<file path="src/rtl/demux_16_pkg.sv">
// ----------------------------------------------------------------------------
// demux_16_pkg
//   Shared definitions for the 16-way one-hot lane mux/demux pair.
//   - PORT_NUM      : number of lanes
//   - IDX_W         : width of a binary lane index
//   - CNT_W         : width of the drop counter
//   - lane_mask_t   : one-hot lane select / per-lane flag vector
//   - is_onehot     : true when exactly one bit of a lane mask is set
//   - onehot_to_idx : binary index of the set bit of a one-hot lane mask
// ----------------------------------------------------------------------------
package demux_16_pkg;

    localparam int PORT_NUM = 16;
    localparam int IDX_W    = $clog2(PORT_NUM);
    localparam int CNT_W    = 16;

    typedef logic [PORT_NUM-1:0] lane_mask_t;
    typedef logic [IDX_W-1:0]    lane_idx_t;

    // v & (v - 1) clears the lowest set bit; zero afterwards means at most one bit.
    function automatic logic is_onehot(input lane_mask_t v);
        return (v != '0) && ((v & (v - 1'b1)) == '0);
    endfunction

    // OR-reduction of the indices of the set bits; exact only for one-hot input.
    function automatic lane_idx_t onehot_to_idx(input lane_mask_t v);
        lane_idx_t idx;
        idx = '0;
        for (int i = 0; i < PORT_NUM; i++) begin
            if (v[i]) begin
                idx = idx | lane_idx_t'(i);
            end
        end
        return idx;
    endfunction

endpackage

</file>
<file path="src/rtl/demux_16_if.sv">
// ----------------------------------------------------------------------------
// demux_16_if
//   Bundle of the input stream and the 16 output lanes of demux_16.
//   Upstream side : in_vld, in_dest (one-hot), in_data -> in_rdy
//   Lane side     : out_vld[i], out_data[i] -> out_rdy[i]
//   Status        : drop (pulse), drop_cnt (saturating count)
//   slave modport is the demux itself; master modport is its environment.
// ----------------------------------------------------------------------------
interface demux_16_if #(
    parameter int DATA_WIDTH = 16
);
    import demux_16_pkg::*;

    logic                  in_vld;
    lane_mask_t            in_dest;
    logic [DATA_WIDTH-1:0] in_data;
    logic                  in_rdy;

    lane_mask_t            out_vld;
    logic [DATA_WIDTH-1:0] out_data [PORT_NUM-1:0];
    lane_mask_t            out_rdy;

    logic                  drop;
    logic [CNT_W-1:0]      drop_cnt;

    modport slave (
        input  in_vld, in_dest, in_data, out_rdy,
        output in_rdy, out_vld, out_data, drop, drop_cnt
    );

    modport master (
        output in_vld, in_dest, in_data, out_rdy,
        input  in_rdy, out_vld, out_data, drop, drop_cnt
    );

endinterface

</file>
<file path="src/rtl/demux_16_lane.sv">
// ----------------------------------------------------------------------------
// demux_lane
//   One-entry holding register for a single output lane.
//   clk     : clock
//   rst_n   : asynchronous active-low reset, clears valid and data
//   load_i  : capture data_i this edge (wins over pop_i)
//   pop_i   : sink takes the held word this edge
//   data_i  : word to capture
//   vld_o   : lane holds a word
//   data_o  : held word (kept unchanged while not loaded)
// ----------------------------------------------------------------------------
module demux_lane #(
    parameter int DATA_WIDTH = 16
) (
    input  logic                  clk,
    input  logic                  rst_n,
    input  logic                  load_i,
    input  logic                  pop_i,
    input  logic [DATA_WIDTH-1:0] data_i,
    output logic                  vld_o,
    output logic [DATA_WIDTH-1:0] data_o
);

    logic                  vld_q, vld_d;
    logic [DATA_WIDTH-1:0] data_q, data_d;

    // A load in the same cycle as a pop refills the slot without a bubble.
    always_comb begin
        vld_d  = vld_q;
        data_d = data_q;
        if (pop_i) begin
            vld_d = 1'b0;
        end
        if (load_i) begin
            vld_d  = 1'b1;
            data_d = data_i;
        end
    end

    always_ff @(posedge clk or negedge rst_n) begin
        if (!rst_n) begin
            vld_q  <= 1'b0;
            data_q <= '0;
        end else begin
            vld_q  <= vld_d;
            data_q <= data_d;
        end
    end

    assign vld_o  = vld_q;
    assign data_o = data_q;

endmodule

</file>
<file path="src/rtl/demux_16.sv">
// ----------------------------------------------------------------------------
// demux_16
//   Distributes a one-hot-tagged word stream onto 16 one-entry output lanes
//   with per-lane valid/ready. Words with a malformed destination (zero or
//   several bits set) are consumed without stalling and counted.
//   clk   : clock
//   rst_n : asynchronous active-low reset
//   bus   : demux_16_if.slave
//           in_vld/in_dest/in_data/in_rdy  - input stream
//           out_vld/out_data/out_rdy       - 16 output lanes
//           drop                           - pulse, malformed word consumed last cycle
//           drop_cnt                       - saturating malformed-word count
// ----------------------------------------------------------------------------
module demux_16
    import demux_16_pkg::*;
#(
    parameter int DATA_WIDTH = 16
) (
    input  logic        clk,
    input  logic        rst_n,
    demux_16_if.slave   bus
);

    logic                  dest_ok;
    lane_idx_t             dest_idx;
    logic                  rdy;
    logic                  accept;
    lane_mask_t            load;
    lane_mask_t            pop;
    lane_mask_t            lane_vld;
    logic [DATA_WIDTH-1:0] lane_data [PORT_NUM-1:0];

    logic                  drop_q, drop_d;
    logic [CNT_W-1:0]      drop_cnt_q, drop_cnt_d;

    assign dest_ok  = is_onehot(bus.in_dest);
    assign dest_idx = onehot_to_idx(bus.in_dest);

    // Ready depends only on destination and lane state, never on in_vld.
    // Malformed destinations are always ready so they cannot block the stream.
    assign rdy    = dest_ok ? (~lane_vld[dest_idx] | bus.out_rdy[dest_idx]) : 1'b1;
    assign accept = bus.in_vld & rdy;

    // in_dest is one-hot whenever dest_ok holds, so it doubles as the load decode.
    assign load = (accept && dest_ok) ? bus.in_dest : '0;
    assign pop  = lane_vld & bus.out_rdy;

    for (genvar i = 0; i < PORT_NUM; i++) begin : g_lane
        demux_lane #(
            .DATA_WIDTH (DATA_WIDTH)
        ) u_lane (
            .clk    (clk),
            .rst_n  (rst_n),
            .load_i (load[i]),
            .pop_i  (pop[i]),
            .data_i (bus.in_data),
            .vld_o  (lane_vld[i]),
            .data_o (lane_data[i])
        );
    end

    always_comb begin
        drop_d     = accept & ~dest_ok;
        drop_cnt_d = drop_cnt_q;
        if (drop_d && (drop_cnt_q != '1)) begin
            drop_cnt_d = drop_cnt_q + 1'b1;
        end
    end

    always_ff @(posedge clk or negedge rst_n) begin
        if (!rst_n) begin
            drop_q     <= 1'b0;
            drop_cnt_q <= '0;
        end else begin
            drop_q     <= drop_d;
            drop_cnt_q <= drop_cnt_d;
        end
    end

    assign bus.in_rdy   = rdy;
    assign bus.out_vld  = lane_vld;
    assign bus.out_data = lane_data;
    assign bus.drop     = drop_q;
    assign bus.drop_cnt = drop_cnt_q;

endmodule

</file>
<file path="src/flat_wrapper.sv">
// flat-port wrapper written by rule: the top's interface ports become plain ports
module demux_16_flat import demux_16_pkg::*;
#(
    parameter int DATA_WIDTH = 16
)
  (clk, rst_n, bus_in_vld, bus_in_dest, bus_in_data, bus_out_rdy, bus_in_rdy, bus_out_vld, bus_out_data, bus_drop, bus_drop_cnt);
  demux_16_if #(.DATA_WIDTH(DATA_WIDTH)) bus_i ();
  input  logic clk;
  input  logic rst_n;
  input wire logic [$bits(bus_i.in_vld)-1:0] bus_in_vld;
  input wire logic [$bits(bus_i.in_dest)-1:0] bus_in_dest;
  input wire logic [$bits(bus_i.in_data)-1:0] bus_in_data;
  input wire logic [$bits(bus_i.out_rdy)-1:0] bus_out_rdy;
  output wire logic [$bits(bus_i.in_rdy)-1:0] bus_in_rdy;
  output wire logic [$bits(bus_i.out_vld)-1:0] bus_out_vld;
  output wire logic [$bits(bus_i.out_data)-1:0] bus_out_data;
  output wire logic [$bits(bus_i.drop)-1:0] bus_drop;
  output wire logic [$bits(bus_i.drop_cnt)-1:0] bus_drop_cnt;
  assign bus_i.in_vld = bus_in_vld;
  assign bus_i.in_dest = bus_in_dest;
  assign bus_i.in_data = bus_in_data;
  assign bus_i.out_rdy = bus_out_rdy;
  assign bus_in_rdy = bus_i.in_rdy;
  assign bus_out_vld = bus_i.out_vld;
  assign bus_out_data = {>>{bus_i.out_data}};
  assign bus_drop = bus_i.drop;
  assign bus_drop_cnt = bus_i.drop_cnt;
  demux_16 #(.DATA_WIDTH(DATA_WIDTH)) u_core (.clk(clk), .rst_n(rst_n), .bus(bus_i));
endmodule
</file>
<file path="config.mk">
export PLATFORM = sky130hd
export DESIGN_NAME = demux_16_flat
export DESIGN_NICKNAME = d
export VERILOG_FILES = /design/src/rtl/demux_16_pkg.sv /design/src/rtl/demux_16_if.sv /design/src/rtl/demux_16_lane.sv /design/src/rtl/demux_16.sv /design/src/flat_wrapper.sv
export SDC_FILE = /design/constraint.sdc
export NUM_CORES = 1
export LEC_CHECK = 0
export ABC_AREA = 1
export ABC_CLOCK_PERIOD_IN_PS = 5750
export CORE_ASPECT_RATIO = 0.9
export CORE_MARGIN = 5
export CORE_UTILIZATION = 43
export CTS_CLUSTER_DIAMETER = 120
export DETAILED_ROUTE_END_ITERATION = 10
export PLACE_DENSITY = 0.7
export SYNTH_ARGS = -nofsm -noshare
export SYNTH_HDL_FRONTEND = slang
export SYNTH_SLANG_ARGS = --single-unit
</file>
<file path="constraint.sdc">
create_clock -name clk -period 5.75 [get_ports clk]
set_input_delay 1.4375 -clock clk [delete_from_list [all_inputs] [get_ports clk]]
set_output_delay 1.4375 -clock clk [all_outputs]
set_load 0.02 [all_outputs]
</file>
Word level (Yosys, flattened, before mapping)
Index checks and enable logic that the tools add are counted.

cells by class
  $add $sub $neg = 2
  magnitude comparators = 1
  equality and inequality tests = 1
  mux-type cells = 53
  bitwise gates (word level) = 7
  reduce and logical (&&, ||, !) cells = 21

operators with widths
  cell                                                 count
  two-way mux 1 bit                                    36
  bitwise AND 16 bit                                   2
  two-way mux 4 bit                                    8
  nonzero test 2 bit                                   16
  adder 16 x 1 -> 16 bit (second input constant)       1
  logical NOT 16 bit                                   1
  two-way mux 16 bit                                   1
  != test 16 bit (second input constant)               1
  nonzero test 16 bit                                  1
  subtractor 16 x 1 -> 16 bit (second input constant)  1
  two-way mux 3 bit                                    4
  binary-select mux 1 bit (select 4 bit)               2
  < comparator 4 x 5 -> 1 bit (second input constant)  1
  two-way mux 2 bit                                    2
  logical AND 1 bit                                    3
  bitwise AND 1 bit                                    2
  inverter 1 bit                                       2
  bitwise OR 1 bit                                     1

storage, ports and cells
  bits in registers = 289

Depth between registers and ports, before layout
  depth after elaboration = 24
  depth in mapped cells = 16

Hierarchy
From an unflattened synthesis, not the netlist that was laid out.

second synthesis, totals
  cell total of the unflattened synthesis = 1,515
  area total of the unflattened synthesis = 12,874.8 um^2

by module, submodules not included
  module      times used  cells an instance  area an instance (um^2)  sequential area each (um^2)
  demux_lane  16          72                 675.6                    425.4
  demux_16    1           363                2,064.5                  425.4

Worst setup path after synthesis
Ideal clock, no wire load.

  path kind = input -> output
  start point = in bus_in_dest[2]
  end point = out bus_in_rdy
  arrival time = 2,913 ps
  data required time = 4,313 ps
  path slack = 1,399 ps
  stages = 12
  path buffers = 3
  cell sequence = buf_4 > nor2_8 > nand4_1 > inv_1 > nand3_1 > nand3_1 > nand2_1 > nand2_1 > nand2_1 > nand2_2 > buf_4 > buf_2

between the ends
  longest elaborated chain between the ends = 19
  elaborated cells on any way between the ends = 26
  classes of those cells = add/sub (1); mux (19); bitwise (3); reduce/logical (3)

RTL lines
  item                                     RTL line            text
  start, declared                          flat_wrapper.sv:11  input wire logic [$bits(bus_i.in_dest)-1:0] bus_in_dest;
  two-way mux 2 bit (2 in a row)           demux_16_pkg.sv:30  if (v[i]) begin
  two-way mux 3 bit (4 in a row)           demux_16_pkg.sv:30
  two-way mux 4 bit (8 in a row)           demux_16_pkg.sv:30
  binary-select mux 1 bit (select 4 bit)   demux_16.sv:41      assign rdy = dest_ok ? (~lane_vld[dest_idx] | bus.out_rdy[dest_idx]) : 1'b1;
  two-way mux 1 bit (implied by the code)  demux_16.sv:41
  inverter 1 bit                           demux_16.sv:41
  bitwise OR 1 bit                         demux_16.sv:41
  two-way mux 1 bit *                      demux_16.sv:41
  end, declared                            flat_wrapper.sv:14  output wire logic [$bits(bus_i.in_rdy)-1:0] bus_in_rdy;

Every way passes the cells marked *; elsewhere a longest branch is shown, timed or not. The select of a mux whose other input is x is not followed.

Worst setup path in the final report
  start point = in bus_in_dest[13]
  end point = out bus_in_rdy

between the ends
  longest elaborated chain between the ends = 8
  elaborated cells on any way between the ends = 15
  classes of those cells = add/sub (1); mux (8); bitwise (3); reduce/logical (3)

RTL lines
  item                                                                                 RTL line
  parallel branches: the longest is 7 deep, another holds subtractor 16 x 1 -> 16 bit  n/a
  two-way mux 1 bit *                                                                  demux_16.sv:41

Every way passes the cells marked *. The select of a mux whose other input is x is not followed.

==> results.sh <==
export IMPL_outcome="finished clean"
export IMPL_r2r_slack_ns=2.46
export IMPL_multi_input_area_um2=4940
export IMPL_antenna_found_initial=1
export IMPL_drt_iter0_drc=1212
export IMPL_power_share_combinational_pct=7.2
export IMPL_r2r_cells=14
export IMPL_antenna_left=0
export IMPL_layout_setup_ws_ns=0.277
export IMPL_synthToLayoutAreaGrowth_pct=33.3
export IMPL_rsz0062_at_grt="no"
export IMPL_dieArea_um2=34600
export IMPL_pwr_share_seq_pct=44.2
export IMPL_grt_usage_pct=26.5
export IMPL_layout_drive_gt1_share_pct=6.68
export IMPL_syn_cell_area_um2=13300
export IMPL_endpoint="bus_in_rdy"
export IMPL_ir_drop_mv=0.217
export IMPL_fin_tns_setup_ns=0
export IMPL_grt_pass1_vias=11800
export IMPL_yosysTopAreaCell="dfrtp_1"
export IMPL_fin_crit_sh_pct=95.2
export IMPL_fin_skew_ns=0.0234
export IMPL_end_kind="output port"
export IMPL_clk_latency_ns=0.51
export IMPL_cts_sinks=289
export IMPL_r2r_end="u_core.g_lane[2].u_lane.data_o[11]"
export IMPL_port_buffers=340
export IMPL_htreeDepth=2
export IMPL_min_period_ns=5.47
export IMPL_vias=12100
export IMPL_fin_util_pct=57.7
export IMPL_ys_warn_count=0
export IMPL_first_pass_iters=7
export IMPL_cts_hold_buf=0
export IMPL_die_w_um=196
export IMPL_setup_viol=0
export IMPL_routabilityCongestion=0.866
export IMPL_internal_power_mw=3.59
export IMPL_synth_top_area_share_pct=54.3
export IMPL_cts_setup_buffers=0
export IMPL_power_share_clock_pct=48.6
export IMPL_synth_nets=1559
export IMPL_required_ns=4.31
export IMPL_vias_per_cell=5.53
export IMPL_cts_resized=0
export IMPL_ctsLongestPathBuffers=3
export IMPL_grt_ovfl_total=0
export IMPL_grt_max_degree=133
export IMPL_hold_viol=0
export IMPL_die_h_um=177
export IMPL_min_path_type="flop to flop"
export IMPL_pwr_density_cell_nw_per_um2=265
export IMPL_startpoint_type="input pin"
export IMPL_synthesis_instances=1507
export IMPL_seq_area_frac_synth_pct=54.3
export IMPL_start_util_pct=43.3
export IMPL_hpwl_um=30700
export IMPL_final_common_cell="nand2_1"
export IMPL_p_leak_nw=8.75
export IMPL_switchingPower_mw=1.11
export IMPL_syn_avg_cell_area_um2=8.84
export IMPL_report_power_total_mw=4.70
export IMPL_critPathKind="input pin to output port"
export IMPL_cts_buffers=34
export IMPL_wl_per_cell_um=21.5
export IMPL_ys_seq_elements=289
export IMPL_drv_slew=0
export IMPL_clk_pin_slew_worst_paths_ns=0.06
export IMPL_seq_area_um2=7230
export IMPL_worstMarginPinSlew_ns=1.43
export IMPL_arrival_ns=4.04
export IMPL_layout_nets=1810
export IMPL_rr_startpoint="u_core.g_lane[10].u_lane.vld_o"
export IMPL_cts_tree="built"
export IMPL_drc=0
export IMPL_fillCellCount=2684
export IMPL_grt_pass1_wl_um=71800
export IMPL_sw_frac_of_total_pct=23.6
export IMPL_fp_row_count=61
export IMPL_root_buffer="clkbuf_16"
export IMPL_wirelength_um=47100
export IMPL_timing_fmax_mhz=183
export IMPL_maxCapViolCount=0
export IMPL_synth_area_leaders="dfrtp_1, nand2_1, nand4_1"
export IMPL_startpoint="bus_in_dest[13]"
export IMPL_relSlewSlack_pct=4.54
export IMPL_place_worst_setup_slack_ns=0.339
export IMPL_final_cell_mix="nand2_1, clkdlybuf4s50_1, dfrtp_1"
export IMPL_synth_cell_types=30
export IMPL_worst_path_max_fanout=9
export IMPL_coreArea_um2=30800
export IMPL_ioPinCount=341
## flip-flops by register name, indices dropped and copies added (netlist names)
signal                       flops
u_core.bus.drop                  1
u_core.bus.drop_cnt             16
u_core.g_lane.u_lane.data_o    256
u_core.g_lane.u_lane.vld_o      16
## per-stage QoR
stage | hold slack [ns] | area, µm² | instances
after floorplan | 0.464 | 13300 | 1507
after global placement | 0.453 | 16500 | 2131
after detailed placement | 0.457 | 16500 | 2131
after CTS | 0.472 | 17800 | 2191
after global routing | 0.484 | 17800 | 2192
final | 0.471 | 17800 | 2192
## per-layer routing
metal  vias up  global-route usage [%]  share of wire [%]
met5         -                       0                  0
li1       5522                       -                  -
met2       633                    40.3                 45
met3       103                    6.78                 10
met4         0                    9.77                3.6
met1      5860                    36.9                 41
## synthesized netlist by cell type
master / count
a21oi_1: 1
and2_1: 1
buf_1: 3
buf_12: 2
buf_2: 53
buf_4: 20
buf_6: 32
clkbuf_1: 50
dfrtp_1: 289
ha_1: 1
inv_1: 42
nand2_1: 621
nand2_2: 1
nand2_4: 1
nand3_1: 28
nand3_2: 1
nand3_4: 16
nand3b_2: 1
nand4_1: 257
nor2_1: 32
nor2_2: 4
nor2_4: 2
nor2_8: 1
nor3_1: 5
nor3_4: 1
nor4_1: 5
o21ai_0: 10
o21ai_1: 12
xnor2_1: 6
xor2_1: 9
## power by group through the flow
stage	combinational (mW)	sequential, mW	clock [mW]
finish	0.336	2.08	2.28
global route	0.366	2.08	2.41
CTS	0.334	2.08	2.32
detailed placement	0.334	2.11	0
global placement	0.331	2.11	0
floorplan	0.125	2.13	0
## cell type report
| type | count | share of cell area (%) |
|---|---|---|
| Multi-Input combinational cell | 1016 | 27.8 |
| Tap cell | 409 | 2.88 |
| Clock inverter | 10 | 1.01 |
| Timing Repair Buffer | 375 | 20.9 |
| Inverter | 42 | 0.888 |
| Sequential cell | 289 | 40.7 |
| Antenna cell | 1 | 0.0141 |
| Clock buffer | 50 | 5.81 |
## critical path, stage by stage
cell	delay [ns]
clkdlybuf4s50_1	0.55
nor2_1	0.15
nand2_1	0.20
nor2_2	0.35
nand2_1	0.10
nand2_1	0.09
nand2_1	0.06
nand3_1	0.10
nand2_1	0.05
nand2_1	0.07
nand2_1	0.14
nand2_8	0.12
clkdlybuf4s50_1	0.61
## worst min-delay path by stage
stage	start	end	cells past startpoint
6_report	u_core.g_lane[14].u_lane.data_o[14]	u_core.g_lane[14].u_lane.data_o[14]	2
5_1_grt	u_core.g_lane[14].u_lane.data_o[10]	u_core.g_lane[14].u_lane.data_o[10]	2
4_1_cts	u_core.g_lane[12].u_lane.data_o[3]	u_core.g_lane[12].u_lane.data_o[3]	2
3_5_place_dp	u_core.g_lane[12].u_lane.data_o[3]	u_core.g_lane[12].u_lane.data_o[3]	2
3_3_place_gp	u_core.g_lane[2].u_lane.data_o[9]	u_core.g_lane[2].u_lane.data_o[9]	2
2_1_floorplan	u_core.g_lane[11].u_lane.vld_o	u_core.g_lane[11].u_lane.vld_o	2
## cells by family after synthesis
logic type / after synthesis / synth area share, %
and+or+nand+nor: 977 / 35.0
DFF: 289 / 54.3
buffers and inverters: 202 / 8.80
AOI/OAI and AO/OA: 23 / 0.864
xor gates and xnor gates: 15 / 0.986
adders and majority gates: 1 / 0.0939
No activity file was read; power rests on OpenSTA's default activity.
